==> config.mk <==
export PLATFORM = sky130hd
export DESIGN_NAME = serial_lane_arbiter
export DESIGN_NICKNAME = d
export VERILOG_FILES = /design/src/rtl/serial_pkg.sv /design/src/rtl/rr_arbiter.sv /design/src/rtl/serial_lane_arbiter.sv
export SDC_FILE = /design/constraint.sdc
export NUM_CORES = 1
export LEC_CHECK = 0
export CORE_UTILIZATION = 45
export CTS_CLUSTER_DIAMETER = 200
export DETAILED_ROUTE_END_ITERATION = 8
export GPL_ROUTABILITY_DRIVEN = 1
export PLACE_DENSITY_LB_ADDON = 0.05
export SYNTH_ARGS = -nofsm -noshare
export SYNTH_HDL_FRONTEND = slang
export SYNTH_HIERARCHICAL = 1
export SYNTH_SLANG_ARGS = --single-unit
==> constraint.sdc <==
create_clock -name clk -period 7.3 [get_ports clk]
set_input_delay 1.095 -clock clk [delete_from_list [all_inputs] [get_ports clk]]
set_output_delay 1.095 -clock clk [all_outputs]
set_load 0.1 [all_outputs]
==> src/rtl/serial_pkg.sv <==
// Shared types and constants for the serial lane arbiter and the packer it feeds.
package serial_pkg;

   localparam int unsigned SER_MAXLEN     = 64;
   localparam int unsigned SER_FIFO_DEPTH = 32;
   localparam int unsigned SER_LEN_W      = 7;
   localparam int unsigned SER_IDLE_W     = 5;
   localparam int unsigned SER_CRED_W     = 6;
   localparam int unsigned SER_TIMEOUT    = 16;

   typedef enum logic [1:0] {
      IDLE  = 2'd0,
      GRANT = 2'd1,
      DRAIN = 2'd2,
      PAD   = 2'd3
   } arb_state_t;

   // One bit on the packer's serial input bus
   typedef struct packed {
      logic push;
      logic last;
      logic data;
   } ser_bit_t;

endpackage

==> src/rtl/rr_arbiter.sv <==
// Combinational round-robin pick: lowest requesting index at or above ptr, else lowest overall.
module rr_arbiter #(
   parameter int unsigned N     = 4,
   parameter int unsigned IDX_W = 2
) (
   input  logic [N-1:0]     req,
   input  logic [IDX_W-1:0] ptr,
   output logic             win_valid_c,
   output logic [N-1:0]     win_onehot_c,
   output logic [IDX_W-1:0] win_idx_c
);

   logic             hi_v;
   logic [IDX_W-1:0] hi_idx;
   logic [IDX_W-1:0] lo_idx;

   // Scan downward so the last hit is the lowest index in each class
   always_comb begin
      hi_v   = 1'b0;
      hi_idx = '0;
      lo_idx = '0;
      for (int i = int'(N) - 1; i >= 0; i--) begin
         if (req[i]) begin
            lo_idx = IDX_W'(i);
            if (i >= int'(ptr)) begin
               hi_v   = 1'b1;
               hi_idx = IDX_W'(i);
            end
         end
      end
   end

   assign win_valid_c  = |req;
   assign win_idx_c    = hi_v ? hi_idx : lo_idx;
   assign win_onehot_c = win_valid_c ? (N'(1) << win_idx_c) : '0;

endmodule

==> src/rtl/serial_lane_arbiter.sv <==
// Frame-granular round-robin arbiter feeding one serial packer, with credit tracking
// and forced closing of over-long or stalled frames.
module serial_lane_arbiter
   import serial_pkg::*;
#(
   parameter int unsigned N_LANES = 4,
   parameter int unsigned DEPTH   = SER_FIFO_DEPTH,
   parameter int unsigned MAXLEN  = SER_MAXLEN,
   parameter int unsigned TIMEOUT = SER_TIMEOUT
) (
   input  logic                  clk,
   input  logic                  rst,
   input  logic [N_LANES-1:0]    req,
   output logic [N_LANES-1:0]    gnt,
   input  logic [N_LANES-1:0]    lane_push,
   input  logic [N_LANES-1:0]    lane_last,
   input  logic [N_LANES-1:0]    lane_data,
   output logic                  ser_pushin,
   output logic                  ser_lastin,
   output logic                  ser_datain,
   input  logic                  pullout,
   input  logic                  stopout,
   output logic [SER_CRED_W-1:0] credits,
   output logic                  err_trunc,
   output logic                  err_timeout,
   output logic                  err_stray
);

   localparam int unsigned IDX_W = (N_LANES > 1) ? $clog2(N_LANES) : 1;

   arb_state_t            state_q, state_d;
   logic [N_LANES-1:0]    gnt_q, gnt_d;
   logic [IDX_W-1:0]      idx_q, idx_d;
   logic [IDX_W-1:0]      rr_ptr_q, rr_ptr_d;
   logic [SER_LEN_W-1:0]  len_q, len_d;
   logic [SER_IDLE_W-1:0] idle_q, idle_d;
   logic [SER_CRED_W-1:0] cred_q, cred_d;
   ser_bit_t              ser_q, ser_d;
   logic                  err_trunc_q, err_trunc_d;
   logic                  err_timeout_q, err_timeout_d;
   logic                  err_stray_q, err_stray_d;

   logic                  win_valid_c;
   logic [N_LANES-1:0]    win_onehot_c;
   logic [IDX_W-1:0]      win_idx_c;
   logic                  cr_inc_c;
   logic                  cr_dec_c;

   rr_arbiter #(
      .N     (N_LANES),
      .IDX_W (IDX_W)
   ) u_rr (
      .req          (req),
      .ptr          (rr_ptr_q),
      .win_valid_c  (win_valid_c),
      .win_onehot_c (win_onehot_c),
      .win_idx_c    (win_idx_c)
   );

   // Credit moves on the edge that puts a closing bit onto the packer
   assign cr_inc_c = ser_d.push & ser_d.last;
   assign cr_dec_c = pullout & ~stopout & (cred_q != '0);

   always_comb begin
      state_d       = state_q;
      gnt_d         = gnt_q;
      idx_d         = idx_q;
      rr_ptr_d      = rr_ptr_q;
      len_d         = len_q;
      idle_d        = idle_q;
      ser_d         = '0;
      err_trunc_d   = 1'b0;
      err_timeout_d = 1'b0;
      err_stray_d   = |(lane_push & ~gnt_q);
      cred_d        = cred_q;

      case (state_q)
         IDLE: begin
            if (win_valid_c && (cred_q < SER_CRED_W'(DEPTH))) begin
               state_d  = GRANT;
               gnt_d    = win_onehot_c;
               idx_d    = win_idx_c;
               rr_ptr_d = (win_idx_c == IDX_W'(N_LANES - 1)) ? '0 : win_idx_c + IDX_W'(1);
               len_d    = '0;
               idle_d   = '0;
            end
         end
         GRANT: begin
            if (lane_push[idx_q]) begin
               ser_d.push = 1'b1;
               ser_d.data = lane_data[idx_q];
               len_d      = len_q + SER_LEN_W'(1);
               idle_d     = '0;
               if (lane_last[idx_q]) begin
                  ser_d.last = 1'b1;
                  state_d    = IDLE;
                  gnt_d      = '0;
               end else if (len_q + SER_LEN_W'(1) == SER_LEN_W'(MAXLEN)) begin
                  ser_d.last  = 1'b1;
                  err_trunc_d = 1'b1;
                  state_d     = DRAIN;
               end
            end else begin
               idle_d = idle_q + SER_IDLE_W'(1);
               // Pad bit is registered on the same edge the state enters PAD
               if (idle_q + SER_IDLE_W'(1) == SER_IDLE_W'(TIMEOUT)) begin
                  ser_d         = '{push: 1'b1, last: 1'b1, data: 1'b0};
                  err_timeout_d = 1'b1;
                  state_d       = PAD;
               end
            end
         end
         DRAIN: begin
            if (lane_push[idx_q] && lane_last[idx_q]) begin
               state_d = IDLE;
               gnt_d   = '0;
            end
         end
         PAD: begin
            state_d = IDLE;
            gnt_d   = '0;
         end
         default: state_d = IDLE;
      endcase

      if (cr_inc_c && !cr_dec_c && (cred_q != SER_CRED_W'(DEPTH))) begin
         cred_d = cred_q + SER_CRED_W'(1);
      end else if (!cr_inc_c && cr_dec_c) begin
         cred_d = cred_q - SER_CRED_W'(1);
      end
   end

   always_ff @(posedge clk or negedge rst) begin
      if (!rst) begin
         state_q       <= IDLE;
         gnt_q         <= '0;
         idx_q         <= '0;
         rr_ptr_q      <= '0;
         len_q         <= '0;
         idle_q        <= '0;
         cred_q        <= '0;
         ser_q         <= '0;
         err_trunc_q   <= 1'b0;
         err_timeout_q <= 1'b0;
         err_stray_q   <= 1'b0;
      end else begin
         state_q       <= state_d;
         gnt_q         <= gnt_d;
         idx_q         <= idx_d;
         rr_ptr_q      <= rr_ptr_d;
         len_q         <= len_d;
         idle_q        <= idle_d;
         cred_q        <= cred_d;
         ser_q         <= ser_d;
         err_trunc_q   <= err_trunc_d;
         err_timeout_q <= err_timeout_d;
         err_stray_q   <= err_stray_d;
      end
   end

   assign gnt         = gnt_q;
   assign ser_pushin  = ser_q.push;
   assign ser_lastin  = ser_q.last;
   assign ser_datain  = ser_q.data;
   assign credits     = cred_q;
   assign err_trunc   = err_trunc_q;
   assign err_timeout = err_timeout_q;
   assign err_stray   = err_stray_q;

endmodule

==> results of run 1 <==
==> cell usage in the layout (no fill, tap or decap), types with 6 or more instances in the layout <==
| cell | n |
|---|---|
| nand3_1 | 7 |
| clkdlybuf4s50_1 | 35 |
| o21ai_0 | 16 |
| clkbuf_8 | 6 |
| mux2i_1 | 10 |
| a21oi_1 | 13 |
| dfrtp_1 | 34 |
| nor2_1 | 15 |
| xor2_1 | 6 |
| ha_1 | 9 |
| a21o_1 | 6 |
| nand2_1 | 27 |
| inv_1 | 15 |
==> worst max-delay path: cells and delay by family <==
family                   cells  cell delay, ns
AO/OA/AOI/OAI                6            1.25
AND/OR/NAND/NOR              3            0.59
multiplexers                 2            0.66
buffers and inverters        1            0.42
adder cells (fa/ha/maj)      1            0.31
==> logic make-up after synthesis <==
group | Yosys count | share of synthesized area (%)
compound gates | 63 | 19.9
xor+xnor | 9 | 3.63
mux | 17 | 10.1
fa+ha+maj | 10 | 6.10
buf+inv | 19 | 3.62
simple gates | 75 | 17.5
flops | 34 | 39.1
==> power by group <==
part	internal (mW)	leakage, nW	switching, mW	total [mW]
Sequential	0.249	0.440	0.0701	0.319
Clock	0.0761	0.0482	0.0690	0.145
Combinational	0.269	0.712	0.499	0.768
==> layout make-up <==
cell class              instances  area (µm²)
well taps                      52        65.1
repair buffers                 36         358
flip-flops and latches         34         851
clock inverters                 1        5.00
clock buffers                   7        86.3
fillers                       390        1840
inverters                      15        56.3
multi-input cells             174        1240
==> routing by layer <==
layer	vias up	wire [µm]
li1	886	-
met1	868	2100
met2	43	1990
met3	5	191
met4	0	29
met5	-	0
==> per-stage QoR <==
step / util (%) / setup slack (ns)
floorplan: - / 3.57
global placement: 57.2 / 2.95
detailed placement: 57.2 / 2.90
CTS: 59.2 / 3.21
global route: 59.2 / 3.00
finish: 59.2 / 3.19
==> sequential cells by signal (all words and copies together), names as in the netlist <==
signal / flops
ser_lastin: 1
state_q: 2
rr_ptr_q: 2
err_trunc: 1
ser_pushin: 1
len_q: 7
ser_datain: 1
credits: 6
idx_q: 2
gnt: 4
idle_q: 5
err_timeout: 1
err_stray: 1
==> path summary, 6_finish.rpt <==
path / to / cells past startpoint
max: credits[5] / 13
min: len_q[6] / 1
max reg2reg: credits[5] / 14
min reg2reg: len_q[6] / 1
max in group asynchronous: gnt[3] / 2
min in group asynchronous: idle_q[4] / 2
==> results summary, run 1 <==
CTS built an H-tree with a depth of 2. The first-pass detailed-route iteration total came out at 4. The beginning of the critical path is lane_push[3]. 36 I/O pins were placed.

After synthesis the cells add up to 2170 µm². The final non-filler cell total is 319. The chip height came out at 71.5 µm.

The effective utilization at floorplan came out at 48.3%. The final period demand of the worst path came out at 4.11 ns. The data required time at the worst endpoint came out at 7.51 ns. The worst hold margin came out at 0.532 ns. The maximum vdd drop came out at 0.000275 V. The sequential-to-total area share from yosys stat is 39.1%. The slowest stage of the critical path is the mux4_2 cell. In the final layout, the share of cells above drive strength 1 is 8.24%. The startpoint identified for the worst hold timing path is len_q[6]. The count of yosys warnings during synthesis is 6. The antenna diode count is 0.

The hold violation total from the final report came out at 0. The longest individual stage delay on the worst path is 0.60 ns. For this block, the via count after detailed routing is 1802.

met2 is the most crowded layer. The measured slew at the worst slew-check pin is 0.979 ns. The power density of the placed cells is 462 nW/µm². The number of hold buffers added after CTS was 0. The data arrival time of the worst path is 4.32 ns. The most numerous cell type found on the critical path is a21o_1. The average cell area after synthesis came out at 9.58 µm². The startpoint class of the critical path is a primary input.

Clock tree synthesis inserted a total of 5 buffers. TritonCTS built the clock tree. Summed over all cells, the static leakage comes to 1.20 nW. The count of endpoints failing setup in the final report came out at 0. The later-pin clock latency in the skew report came out at 0.28 ns.

The count of buffers added on input and output ports is 35. The initial antenna violation count came out at 0. In the synthesized netlist, the cells that appear most often are 34 x dfrtp_1, 27 x nand2_1, 16 x o21ai_0. The share of the synthesized area in the top cell type came out at 39.1%. The x dimension of the die is 71.5 µm. In the post-synthesis netlist, the cell with the most instances is dfrtp_1. The clock passes through at most 2 buffers. Counting every net in the synthesized netlist gives 257. The critical path goes through clkdlybuf4s50_1 > mux4_2 > nor2b_4 > a21oi_4 > nand2_1 > ha_1 > a21o_1 > a21o_1 > a21o_1 > a21oi_1 > and3_1 > mux2i_1 > a21oi_1. The synthesis-to-finish area growth came out at 22.6%. The number of global-route vias before repair is 1603. In this run the worst hold path is classified as reg -> reg.

Clock skew on the completed layout was measured at 0.00911 ns. The sum of negative setup slack is 0 ns. In the final design database the tool counted 296 nets. The synthesized instance count is 227.

The clock transition at the register clock pins on the worst setup and hold paths after CTS is 0.07 ns. The number of setup buffers added after CTS came out at 0. Clock tree synthesis selected as its root buffer the cell clkbuf_8.

The post-route clock period utilization is 56.3%. The total routing usage reported by global routing came out at 18.1%. Summed over all instances, the cell type with the most area after synthesis is dfrtp_1. Counting flops with an async set or reset pin after synthesis yields a share of 100%. The max-slew violation total from the final report is 0. The fraction of met3 tracks used by global routing came out at 4.22%.

After floorplanning, the core was sized to cover 4500 µm². The type of destination of the critical path is a register. For this run the aggregate overflow at the end of global routing stands at 0.

The HPWL after detailed placement is 3.17 mm. The worst max-slew margin expressed relative to the limit is 34.5%. The count of nets left with antenna violations after detail routing came out at 0. The number of distinct standard cells referenced by the synthesized netlist is 50. The number of enable-type register cells in the synthesized netlist is 0.

The run finished with clean final reports. The startpoint identified for the worst register-to-register timing path is len_q[0]. The met1 usage came out at 25.9%.

The total of cells resized after clock tree synthesis is 0. In this run, the number of DRC markers left after iteration 0 of detailed routing was 101. The count of standard-cell rows is 24.

Setup slack on the worst reg-to-reg path comes out at 3.76 ns. Setup repair after global routing left no endpoint under its margin. The final design area excluding fillers is 2670 µm². The pin count of the biggest net entering global routing came out at 35. The total detailed-routing wirelength came out at 4.31 mm. After detailed routing, the average wire length per cell comes to 13.5 µm. The area of the die came out at 5110 µm². The first global-routing pass estimated 7.38 mm of wire. Ranked by total cell area, the synthesized netlist is headed by dfrtp_1 39%, ha_1 5.2%, nand2_1 4.7%, mux2i_1 4.6%, o21ai_0 3.7%.

Once placement finished, the instance area stood at 2570 µm². After detailed routing, the number of remaining DRC violations is 0. By startpoint and endpoint, the worst setup path is classified as in -> reg. The number of vias per cell is 5.65.

The flip-flop and latch count after synthesis is 34. The dominant register cell in the synthesized netlist is dfrtp_1. Global routing used 28.9% of the available met2 tracks. The clock sink total is 34.

The number of instances in the placed design is 311. Overall power consumption after layout is estimated at 1.23 mW. The maximum fanout along the worst path is 10. The count of maximum capacitance violations came out at 0.

The final RePlAce weighted congestion is 0.794. The highest attainable clock frequency came out at 243 MHz.
Power figures use the tool's default switching activity.
==> run 2, diff against run 1 <==
- clock period: 7.3 -> 3.4 ns (I/O delays scaled with it)
==> run 2 against run 1 <==
Effect of this change:
- cell count is 3.1% higher
- flip-flop and latch count stayed put
- core utilization is 1.9 points higher
- die area stayed put
- clock skew hardly changed
- global-route usage is 1.5 points higher
- critical path type is now reg -> reg
==> results summary, run 2 (synthesis results as in run 1) <==
The largest individual stage delay along the critical path comes from the cell dfrtp_1. The number of flip-flops under the largest register name was 7 (unchanged). TritonCTS built the clock tree. The data arrival time of the worst path came out at 3.37 ns (-0.95 ns).

The flow ran to the end, and the final reports show no timing, DRC or antenna violations. The worst max-slew margin expressed relative to the limit is 34.4% (-0.17 points). The total routing usage reported by global routing came to 19.6% (+1.5 points). The hold violation total from the final report came out at 0 (unchanged). The total I/O pin count was 36 (unchanged). The area of the die is 5110 µm² (unchanged). The average wire length per cell after detail routing came out at 13.8 µm (+2.5%). The HPWL after detailed placement came to 3.34 mm (+5.4%). By instance count, the cell type seen most on the critical path is a21o_1. The met2 demand-to-capacity share in global routing is 30.3% (+1.4 points). The clock sink total was 34 (unchanged).

The core footprint came out at 4500 µm² (unchanged). The multi-input logic area came out at 1250 µm² (+0.70%). The first-pass detailed-route iteration total came out at 4 (unchanged). The worst setup path is launched from a register. Setup repair after global routing left no endpoint under its margin. Static timing analysis puts the maximum clock frequency at 317 MHz. The via count of the routed design is 1800 (-0.11%). The total chip power came out at 2.75 mW (+120%). Leaving out fill and tap cells, the most frequent cell in the layout is clkdlybuf4s50_1. The count of standard-cell rows is 24 (unchanged).

The total detailed-routing wirelength came out at 4.55 mm (+5.7%). The post-cts hold buffer count is 0 (unchanged). The number of global-route vias before repair came out at 1696 (+5.8%). The longest individual stage delay on the worst path came out at 0.44 ns (-0.16 ns).

The antenna diode count came out at 0 (unchanged). The first-pass GRT wire length came out at 7.89 mm (+7.0%). The fill cell total of the finished layout came out at 395 (+1.3%). The count of endpoints failing setup in the final report is 0 (unchanged). The data required time at the worst endpoint is 3.62 ns (-3.89 ns). The maximum fanout along the worst path was 6 (-4). The maximum level of the CTS H-tree is 2 (unchanged). The area occupied by registers was 851 µm² (unchanged).

The critical path buffer and inverter count is 0 (-1). The class of the worst hold path is reg -> reg. The count of nets left with antenna violations after detail routing is 0 (unchanged).

The most utilized layer in the global route result is met2. The fraction of final layout cells with drive strength greater than 1 is 12.3% (+4.0 points). The pin count of the biggest net entering global routing came to 35 (unchanged). The effective utilization at floorplan was 48.3% (unchanged). Of the available clock period, the critical path in the final layout requires 92.7%.

The final period demand of the worst path is 3.15 ns. The type of destination of the critical path is a register. The number of vias per cell came to 5.47 (-3.1%).

The sum of negative setup slack is 0 ns (unchanged). The chip height came to 71.5 µm (unchanged). The fraction of met3 tracks used by global routing came out at 4.22% (unchanged). The power density of the placed cells is 1000 nW/µm² (+120%). The total of buffers placed on input and output ports is 35 (unchanged). The clock transition at the register clock pins on the worst setup and hold paths after CTS is 0.07 ns (about the same). The cell sitting at the root of the clock tree is a clkbuf_8.

The final RePlAce weighted congestion came out at 0.878 (+11%). The met1 usage is 27.8% (+1.9 points). The measured slew at the worst slew-check pin came to 0.981 ns (+0.00247 ns). The DRC marker count from the first detailed-route iteration was 101 (unchanged). The signal on the critical path passes through ha_1 > or3_1 > o21ai_0 > nand3_2 > a21oi_4 > nand2_1 > ha_1 > a21o_1 > a21o_1 > a21o_1 > a21oi_2 > and3_1 > mux2i_1 > a21oi_1.

The number of buffers inserted during clock tree synthesis is 5 (unchanged). The worst-case clock skew came out at 0.00951 ns (+0.000400 ns). In the layout the commonest cells are 35 x clkdlybuf4s50_1, 34 x dfrtp_1, 27 x nand2_1. The total grt overflow came out at 0 (unchanged).

The worst setup path is of the reg -> reg kind. The later-pin clock latency in the skew report came out at 0.29 ns (about the same). The maximum vdd drop came out at 0.000721 V (+160%). The static leakage is 1.25 nW (+3.9%).

Broken down by cell family, the worst path's largest delay share belongs to compound AO/OA/AOI/OAI gates. The register with the highest flop count is len_q. The worst-case clock buffer depth is 2 (unchanged). The max-slew violation total from the final report was 0 (unchanged).

The number of nets at the end of the flow came to 306 (+3.4%). The initial antenna violation count is 0 (unchanged). The remaining design rule violation count came to 0 (unchanged).

From synthesis to final layout, the design area changed by 26.5%. The x dimension of the die is 71.5 µm (unchanged). The count of maximum capacitance violations came out at 0 (unchanged).
## run 2: final timing paths
path                          start    endpoint  slack, ns  cells past startpoint
setup / recovery           len_q[0]  credits[5]       0.25                     14
hold reg to reg            len_q[6]    len_q[6]       0.54                      1
min in group asynchronous       rst   idle_q[0]       0.63                      2
setup reg to reg           len_q[0]  credits[5]       0.25                     14
max in group asynchronous       rst    len_q[2]       2.45                      2
hold / removal             len_q[6]    len_q[6]       0.54                      1
## run 2: power by group
group / internal (mW) / switching, mW
sequential: 0.534 / 0.158
combinational: 0.651 / 1.10
clock: 0.163 / 0.144
total: 1.35 / 1.40
## run 2: metal layers
layer	vias up	part of all wire (%)
li1	909	-
met1	855	52
met5	-	0
met3	6	3.0
met4	0	1.2
met2	30	44
## run 2: metrics by stage
stage	instance area, µm²	worst slack (ns)	cells	utilization, %	hold slack (ns)
6_report	2750	0.248	329	61.1	0.542
3_5_place_dp	2640	-0.125	320	58.7	0.534
3_3_place_gp	2640	-0.0478	320	58.7	0.522
4_1_cts	2730	0.0451	328	60.7	0.544
2_1_floorplan	2170	0.199	227	-	0.214
5_1_grt	2750	0.0203	329	61.1	0.567
## run 2: timing repair
action / CTS / global route
gates resized for setup: 0 / 2
setup buffers: 0 / 1
endpoints found under the hold margin: 0 / 0
endpoints found under the setup margin: 0 / 1
## run 2: cell type report
cell class | count | area share (%)
clock buffer | 7 | 3.14
multi-input combinational | 174 | 45.6
clock inverter | 1 | 0.182
inverter | 15 | 2.05
tap | 52 | 2.37
sequential | 34 | 30.9
timing repair buffer | 46 | 15.7
